<file path="src/rtl/register_file_16.sv">
// Sixteen-entry, 16-bit register file. R0 reads zero, reads are combinational and there is one write port.
// Define REGFILE_BYPASS_EN to forward the write data to a read port during a same-cycle write to the same address.
module register_file_16 #(
  parameter int WIDTH  = 16,
  parameter int ADDR_W = 4
) (
  input  logic              clk,
  input  logic              rst,
  input  logic [ADDR_W-1:0] RA1,
  input  logic [ADDR_W-1:0] RA2,
  input  logic [ADDR_W-1:0] WA,
  input  logic [WIDTH-1:0]  WD,
  input  logic              WE,
  output logic [WIDTH-1:0]  RD1,
  output logic [WIDTH-1:0]  RD2
);

  localparam int NREG = 1 << ADDR_W;

  // R0 has no storage, so the register array only covers indices 1..NREG-1.
  logic [WIDTH-1:0] regs_q [1:NREG-1];
  logic [WIDTH-1:0] regs_d [1:NREG-1];
  logic [WIDTH-1:0] readView [NREG];

  always_comb begin
    for (int i = 1; i < NREG; i++) begin
      regs_d[i] = (WE && (WA == ADDR_W'(i))) ? WD : regs_q[i];
    end
  end

  always_ff @(posedge clk) begin
    if (rst) begin
      for (int i = 1; i < NREG; i++) begin
        regs_q[i] <= '0;
      end
    end else begin
      regs_q <= regs_d;
    end
  end

  always_comb begin
    readView[0] = '0;
    for (int i = 1; i < NREG; i++) begin
      readView[i] = regs_q[i];
    end
  end

`ifdef REGFILE_BYPASS_EN
  // Forwarding is suppressed during reset and for R0, because neither case ever stores the data.
  logic fwdValid;
  assign fwdValid = WE && !rst && (WA != '0);
  assign RD1 = (fwdValid && (WA == RA1)) ? WD : readView[RA1];
  assign RD2 = (fwdValid && (WA == RA2)) ? WD : readView[RA2];
`else
  assign RD1 = readView[RA1];
  assign RD2 = readView[RA2];
`endif

  waUnknownOnWrite: assert property (@(posedge clk) WE |-> !$isunknown(WA))
    else $error("register_file_16: WA is X/Z while WE is asserted");

endmodule

</file>
<file path="config.mk">
export PLATFORM = sky130hd
export DESIGN_NAME = register_file_16
export DESIGN_NICKNAME = d
export VERILOG_FILES = /design/src/rtl/register_file_16.sv
export SDC_FILE = /design/constraint.sdc
export NUM_CORES = 1
export LEC_CHECK = 0
export BUFFER_PORTS_ARGS = -buffer_cell sky130_fd_sc_hd__buf_2
export CORE_MARGIN = 1.5
export CORE_UTILIZATION = 37
export CTS_CLUSTER_SIZE = 24
export DETAILED_ROUTE_END_ITERATION = 8
export PLACE_DENSITY_LB_ADDON = 0.15
export SLEW_MARGIN = 0
export SYNTH_ARGS = -nofsm -noshare
export SYNTH_HDL_FRONTEND = slang
export SYNTH_SLANG_ARGS = --single-unit
export TNS_END_PERCENT = 20
</file>
<file path="constraint.sdc">
create_clock -name clk -period 3.83 [get_ports clk]
set_clock_uncertainty 0.1 [all_clocks]
set_input_delay 0.5745 -clock clk [delete_from_list [all_inputs] [get_ports clk]]
set_output_delay 0.5745 -clock clk [all_outputs]
set_load 0.005 [all_outputs]
</file>
# Word level (Yosys, flattened, before mapping)
# Cells that the tools add are included.
word_totals:
  inputBits: 31
  register_bits: 240
  wordCells: 55
classes:
  n_bitwise: 2
  n_reduce_logical: 15
  n_eq_ne: 15
  mux: 6
  order_cmp: 2
op_table:
  columns: ["op", "count"]
  rows:
  - ["16-bit binary-select mux with 4-bit select", 2]
  - ["16-bit 2-to-1 mux", 4]
  - ["4-bit equality test, second input constant", 8]
  - ["4-bit by 3-bit equality test with 1-bit output, second input constant", 4]
  - ["1-bit logical AND", 15]
  - ["5-bit greater-or-equal comparator, second input constant", 2]
  - ["4-bit NOT with 5-bit output", 2]
  - ["4-bit by 2-bit equality test with 1-bit output, second input constant", 2]
  - ["4-bit by 1-bit equality test with 1-bit output, second input constant", 1]

# Depth between registers and ports, before layout
# Gate-level depths: netlist (run 1).
logic_depth:
  ltp_word: 4
  depth_mapped: 7
  depth_no_buf: 3

# Worst setup path before layout (run 1)
# Ideal clock, no wire load.
synth_path:
  path_kind: "in2out"
  start: "in RA2[3]"
  end: "out RD2[5]"
  arrival_time_ps: 1586
  n_path_buf: 2
  slack_ps: 1570
  path_stages: 5
  required_time_ps: 3155
  path_cell_list: "buf_6 > buf_12 > mux4_2 > mux2i_1 > a211oi_2"
synth_between:
  elab_chain_cells: 4
synth_rtl:
  columns: ["item", "line_no", "source"]
  rows:
  - ["start: declaration", "10", "input logic [ADDR_W-1:0] RA2,"]
  - ["4-bit NOT with 5-bit output (implied by the code)", "56", "assign RD2 = readView[RA2];"]
  - ["16-bit binary-select mux with 4-bit select", "56", null]
  - ["16-bit 2-to-1 mux (implied by the code) (2 in a row)", "56", null]
  - ["end: declaration", "15", "output logic [WIDTH-1:0] RD2"]
# Every way passes these cells. The select of a mux whose other input is x is not followed.

# Worst setup path after layout (run 1)
layout_path:
  start: "in RA1[1]"
  end: "out RD1[11]"
layout_between:
  elab_chain_cells: 4
layout_rtl:
  columns: ["item", "line_no", "source"]
  rows:
  - ["start: declaration", "9", "input logic [ADDR_W-1:0] RA1,"]
  - ["4-bit NOT with 5-bit output (implied by the code)", "55", "assign RD1 = readView[RA1];"]
  - ["16-bit binary-select mux with 4-bit select", "55", null]
  - ["16-bit 2-to-1 mux (implied by the code) (2 in a row)", "55", null]
  - ["end: declaration", "14", "output logic [WIDTH-1:0] RD1,"]
# Every way passes these cells. The select of a mux whose other input is x is not followed.

==> flow_summary_export.csv, run 1 <==
group,metric,value,unit
cts,ctsHoldBuffers,0,
power_and_ir_drop,powerDensity,408.6,nW/um^2
die,dieArea,37080,um^2
layout,final_cells,1888,
layout,drive_gt1_share,21.16,%
cts,clkLatencyLatePin,0.54,ns
synth,ys_seq_area_share,36.14,%
cts,cts_tree,"built",
worst_setup_path,ff2ff_setup_slack,2.98,ns
layout,n_fill_cell,3559,
sta,setup_viol,0,
placement,dpl.hpwl,29400,um
outcome,status,"completed",
detailed_routing,ant_nets,0,
layout,nNetsFinal,1439,
power_and_ir_drop,finalPower,0.005950,W
synth,synth_area,13290,um^2
job,maxCapViolCount,0,
sta,fin_tns_setup,0,ns
power_and_ir_drop,switchingPower,0.001621,W
detailed_routing,wl,50270,um
worst_setup_path,crit_type,"primary input to output pin",
synth,yosys.cell_types.count,34,
layout,ff_latch_area,4805,um^2
detailed_routing,routed_via_density,6.395,
sta,hold_viol,0,
global_routing,grt_util_met2,44.60,%
global_routing,grt-busiest-layer,"met2",
worst_setup_path,worstSetupStartpointType,"primary input",
power_and_ir_drop,p_leak,4.927,nW
global_routing,grt-ovfl-total,0,
layout,multiInputGateArea,7492,um^2
sta,timing.final.crit_share,92.01,%
cts,clock-root-buffer,"clkbuf_16",
synth,synthesis.nets,1489,
synth,syn_area_per_cell,9.118,um^2
power_and_ir_drop,ir_drop,306.2,uV
sta,slew_headroom,38.51,%
worst_setup_path,cp_data_arrival_time,2.85,ns
worst_setup_path,timing.rr.end,"readView[181]$_SDFFE_PP0P_",
placement,place.gp.congestion,0.8328,
power_and_ir_drop,p_sw_share,27.24,%
worst_setup_path,crit_fanout,19,
global_routing,grt_pass1_vias,11558,
die,core_area,35480,um^2
die,floorplan.initialDensity,37.47,%
detailed_routing,dr.first_iter.drc_count,1214,
die,fp.dieW,192.6,um
global_routing,gr-usage-met3,3.637,%
layout,layout_common_cells,"240 x nand3_1, 240 x a21oi_1, 240 x dfxtp_1, 232 x o21ai_0, 76 x mux2_2",
detailed_routing,first_pass_iters,5,
cts,cts_max_path_buffers,3,
layout,antenna_cells,0,
sta,rsz0062_at_grt,"false",
power_and_ir_drop,p_clk_share,45.3,%
cts,clkTransAtPathRegs,0.06,ns
layout,utilization,41.04,%
worst_hold_path,whs_endpoint,"readView[91]$_SDFFE_PP0P_",
sta,fmax,0.2838,GHz
die,num_rows,69,
worst_hold_path,hold_start,"WD[11]",
power_and_ir_drop,cellInternalPower,0.004330,W
placement,dpl.cell_count,1838,
detailed_routing,wl_per_cell,26.63,um
power_and_ir_drop,sequentialPowerShare,42.9,%
global_routing,met1_usage,37.21,%
cts,cts_setup_buffers,0,
layout,largest_reg_flops,240,
power_and_ir_drop,comb_power_share,11.8,%
layout,syn2layout_area_growth,9.543,%
cts,cts_sinks,240,
detailed_routing,num_vias,12074,
cts,htree_levels,1,
worst_setup_path,required,3.16,ns
die,io_pins,63,
worst_hold_path,holdPathStages,3,
global_routing,grt_pass1_wl,75670,um
sta,period_minus_slack,3.524,ns
worst_setup_path,end_kind,"output pin",
global_routing,grt_max_degree,99,
synth,syn-instance-count,1458,
synth,synth_seq_cells,240,
global_routing,antenna_found_initial,3,
worst_setup_path,r2r-start,"readView[181]$_SDFFE_PP0P_",
layout,finalInstanceArea,14560,um^2
placement,port_buffers,62,
detailed_routing,drc,0,
sta,slew_viol_final,0,
global_routing,globalRouteTotalUtil,26.88,%
worst_hold_path,hold_class,"primary input to flip-flop",
worst_setup_path,r2r_cells,2,
placement,postPlaceCellArea,13640,um^2
synth,ys_warn_count,0,
cts,cts_repair_resize_count,0,
cts,cts_inserted_buffers,29,
sta,tightest_slew,0.9168,ns
die,dieHeight,192.6,um
## cell type report
cell class              instances  share of cell area (%)
multi-input cells            1028                   51.45
clock buffers                  42                   5.868
clock inverters                 8                  0.4468
flip-flops and latches        240                   32.99
repair buffers                109                   5.284
well taps                     461                   3.961
## per-layer routing
metal  share of wire [%]  vias to the layer above
li1                    -                     5423
met1                  43                     6060
met2                  48                      519
met3                 6.8                       68
met4                 1.9                        4
met5               0.060                        -
## synthesized netlist by cell type
cell      number  area [um^2]
nand3b_1       4        30.03
nand2_1        1        3.750
o21ai_1        8        40.04
buf_8          3        45.04
buf_2         59        295.3
and3b_1        2        17.52
mux2i_1       32        320.3
buf_4          6        45.04
or3b_4         3        33.78
or2_1          3        18.77
mux4_2        53         1194
dfxtp_1      240         4805
and3_1         1        6.260
and2_1         1        6.260
nand3_1      241         1206
o21ai_0      232         1161
or2_2          2        12.51
a21oi_1      240         1201
nor3b_2        1        12.51
nor2_1        11        41.29
a211oi_2       1        12.51
buf_6         23        259.0
nor2b_1        3        18.77
a221oi_1      32        280.3
buf_1          2        7.510
clkbuf_1      95        356.6
buf_12         2        40.04
o22ai_1       22        137.6
and2b_1        3        22.52
a211oi_1      31        232.7
mux4_1        20        525.5
mux4_4         1        25.02
mux2_2        76        855.8
nand2b_1       4        25.02
## through the flow
step | hold slack [ns] | setup WS (ns)
floorplan | 0.3575 | 1.570
global route | 0.3309 | 0.3733
finish | 0.3355 | 0.3061
global placement | 0.3681 | 0.4219
detailed placement | 0.3780 | 0.4560
CTS | 0.3202 | 0.4578
## cells by family (layout without fill, tap and decap cells)
logic type | count (synthesis) | in the layout | share of synthesized area (%)
flip-flops | 240 | 240 | 36.14
AND/OR/NAND/NOR | 280 | 280 | 10.95
buffers and inverters | 190 | 159 | 7.887
multiplexers | 182 | 182 | 21.97
AO/OA/AOI/OAI | 566 | 566 | 23.06
## worst max path at each step
stage	endpoint	cells past startpoint	startpoint	slack, ns
6_report	RD1[11]	5	RA1[1]	0.31
5_1_grt	RD1[11]	5	RA1[1]	0.37
4_1_cts	RD1[11]	5	RA1[1]	0.46
3_5_place_dp	RD1[11]	5	RA1[1]	0.46
3_3_place_gp	RD1[11]	5	RA1[1]	0.42
2_1_floorplan	RD2[5]	5	RA2[3]	1.57
## critical path: stages
cell      delay, ns
buf_2          0.45
nand3b_1       0.67
o22ai_1        0.14
a211oi_1       0.76
buf_2          0.25
## power groups by stage
stage               clock [W]  combinational (W)  sequential, W
global placement            0           0.000691        0.00261
global route          0.00282           0.000736        0.00255
finish                0.00270           0.000701        0.00255
CTS                   0.00273           0.000694        0.00255
floorplan                   0           0.000441        0.00260
detailed placement          0           0.000694        0.00261
(Power assumes the default switching activity.)
==> inputs of run 2 (changes only) <==
--- a/config.mk
+++ b/config.mk
@@ -5,6 +5,7 @@
 export SDC_FILE = /design/constraint.sdc
 export NUM_CORES = 1
 export LEC_CHECK = 0
+export ABC_CLOCK_PERIOD_IN_PS = 3300
 export BUFFER_PORTS_ARGS = -buffer_cell sky130_fd_sc_hd__buf_2
 export CORE_MARGIN = 1.5
 export CORE_UTILIZATION = 37
==> constraint.sdc (replaced) <==
create_clock -name clk -period 3.3 [get_ports clk]
set_clock_uncertainty 0.1 [all_clocks]
set_input_delay 0.495 -clock clk [delete_from_list [all_inputs] [get_ports clk]]
set_output_delay 0.495 -clock clk [all_outputs]
set_load 0.005 [all_outputs]
==> flow_summary_export.csv, run 2 (same netlist as run 1, synthesis figures left out) <==
group,metric,value,unit
worst_setup_path,ff2ff_setup_slack,2.35,ns
die,floorplan.initialDensity,37.47,%
placement,port_buffers,62,
power_and_ir_drop,comb_power_share,11.9,%
sta,hold_viol,0,
worst_setup_path,end_kind,"output pin",
global_routing,grt_pass1_vias,11484,
cts,cts_max_path_buffers,3,
sta,timing.hold.ws,0.2479,ns
die,io_pins,63,
worst_setup_path,required,2.70,ns
cts,cts_repair_resize_count,0,
cts,ctsHoldBuffers,0,
layout,drive_gt1_share,21.43,%
detailed_routing,first_pass_iters,5,
worst_setup_path,r2r_cells,2,
detailed_routing,wl,49570,um
die,dieHeight,192.6,um
power_and_ir_drop,p_leak,4.960,nW
worst_setup_path,crit_fanout,18,
sta,fin_tns_setup,0,ns
global_routing,globalRouteTotalUtil,26.60,%
detailed_routing,routed_via_density,6.399,
global_routing,grt_pass1_wl,75020,um
power_and_ir_drop,switchingPower,0.001879,W
power_and_ir_drop,sequentialPowerShare,42.9,%
detailed_routing,drc,0,
cts,cts_sinks,240,
layout,syn2layout_area_growth,10.30,%
cts,clkTransAtPathRegs,0.06,ns
detailed_routing,num_vias,12158,
worst_setup_path,cp_data_arrival_time,2.61,ns
die,num_rows,69,
worst_hold_path,hold_class,"primary input to flip-flop",
cts,htree_levels,1,
detailed_routing,ant_nets,0,
cts,cts_setup_buffers,0,
placement,place.gp.congestion,0.8051,
placement,dpl.cell_count,1847,
global_routing,grt-ovfl-total,0,
layout,final_cells,1900,
power_and_ir_drop,ir_drop,365.7,uV
detailed_routing,wl_per_cell,26.09,um
sta,slew_headroom,45.84,%
cts,clock-root-buffer,"clkbuf_16",
sta,rsz0062_at_grt,"false",
cts,clkLatencyLatePin,0.54,ns
worst_hold_path,holdPathStages,3,
die,dieArea,37080,um^2
global_routing,grt_max_degree,85,
sta,period_minus_slack,3.208,ns
sta,timing.final.crit_share,97.20,%
layout,utilization,41.32,%
power_and_ir_drop,p_clk_share,45.2,%
job,maxCapViolCount,0,
detailed_routing,dr.first_iter.drc_count,1195,
cts,cts_inserted_buffers,29,
worst_setup_path,crit_type,"primary input to output pin",
die,core_area,35480,um^2
outcome,status,"completed",
sta,setup_viol,0,
sta,slew_viol_final,0,
power_and_ir_drop,p_sw_share,27.21,%
layout,largest_reg_flops,240,
power_and_ir_drop,cellInternalPower,0.005027,W
global_routing,antenna_found_initial,7,
power_and_ir_drop,powerDensity,470.9,nW/um^2
placement,dpl.hpwl,28590,um
cts,cts_tree,"built",
sta,tightest_slew,0.8123,ns
sta,fmax,0.3118,GHz
layout,n_fill_cell,3426,
layout,layout_common_cells,"240 x nand3_1, 240 x a21oi_1, 240 x dfxtp_1, 232 x o21ai_0, 76 x mux2_2",
worst_setup_path,worstSetupStartpointType,"primary input",
layout,nNetsFinal,1448,
die,fp.dieW,192.6,um
-- run 2: cell types whose count changed in the layout (fill, tap and decap cells not counted), moves of 2 or more --
cell / change
buf_4: +6
clkbuf_1: +4
buf_12: +3
clkinv_2: -3
diode_2: +2
-- run 2: path summary, 6_finish.rpt --
kind,start,to
worst max-delay path,RA1[2],RD1[14]
worst min-delay path,WD[15],readView[127]$_SDFFE_PP0P_
worst max register to register,readView[177]$_SDFFE_PP0P_,readView[177]$_SDFFE_PP0P_
worst min register to register,readView[83]$_SDFFE_PP0P_,readView[83]$_SDFFE_PP0P_
-- run 2: area by class of cell --
type	count	area (um^2)	area share, %
antenna	2	5.005	0.03413
clock buffer	45	855.8	5.837
clock inverter	6	58.81	0.4011
multi-input combinational	1028	7487	51.06
sequential	240	4805	32.77
tap	461	576.8	3.934
timing repair buffer	118	874.6	5.965
-- run 2: stage by stage --
step | cell area, um^2 | worst slack (ns) | power (W)
after floorplan | 13290 | 1.199 | 0.003525
after global placement | 13740 | 0.2001 | 0.003831
after detailed placement | 13740 | 0.2031 | 0.003835
after CTS | 14660 | 0.2021 | 0.006949
after global routing | 14660 | 0.04753 | 0.007131
final | 14660 | 0.09235 | 0.006905
-- run 2: worst max-delay path, stage by stage --
cell and delay (ns):
buf_2 0.42, buf_4 0.39, nand2b_1 0.38, nor2_1 0.07, a211oi_1 0.59, buf_2 0.24
-- run 2: per-layer routing --
layer | share of wire [%] | global-route usage [%] | vias to the layer above
met5 | 0.056 | 0 | -
met4 | 2.6 | 7.782 | 6
met2 | 47 | 42.49 | 502
met3 | 7.0 | 3.928 | 87
met1 | 43 | 37.15 | 6109
li1 | - | - | 5454
-- run 2: power groups by stage --
| stage | Combinational (W) | Sequential [W] | Clock, W |
|---|---|---|---|
| 6_report | 0.000820 | 0.00296 | 0.00312 |
| 5_1_grt | 0.000862 | 0.00297 | 0.00330 |
| 4_1_cts | 0.000810 | 0.00296 | 0.00318 |
| 3_5_place_dp | 0.000810 | 0.00303 | 0 |
| 3_3_place_gp | 0.000806 | 0.00302 | 0 |
| 2_1_floorplan | 0.000512 | 0.00301 | 0 |
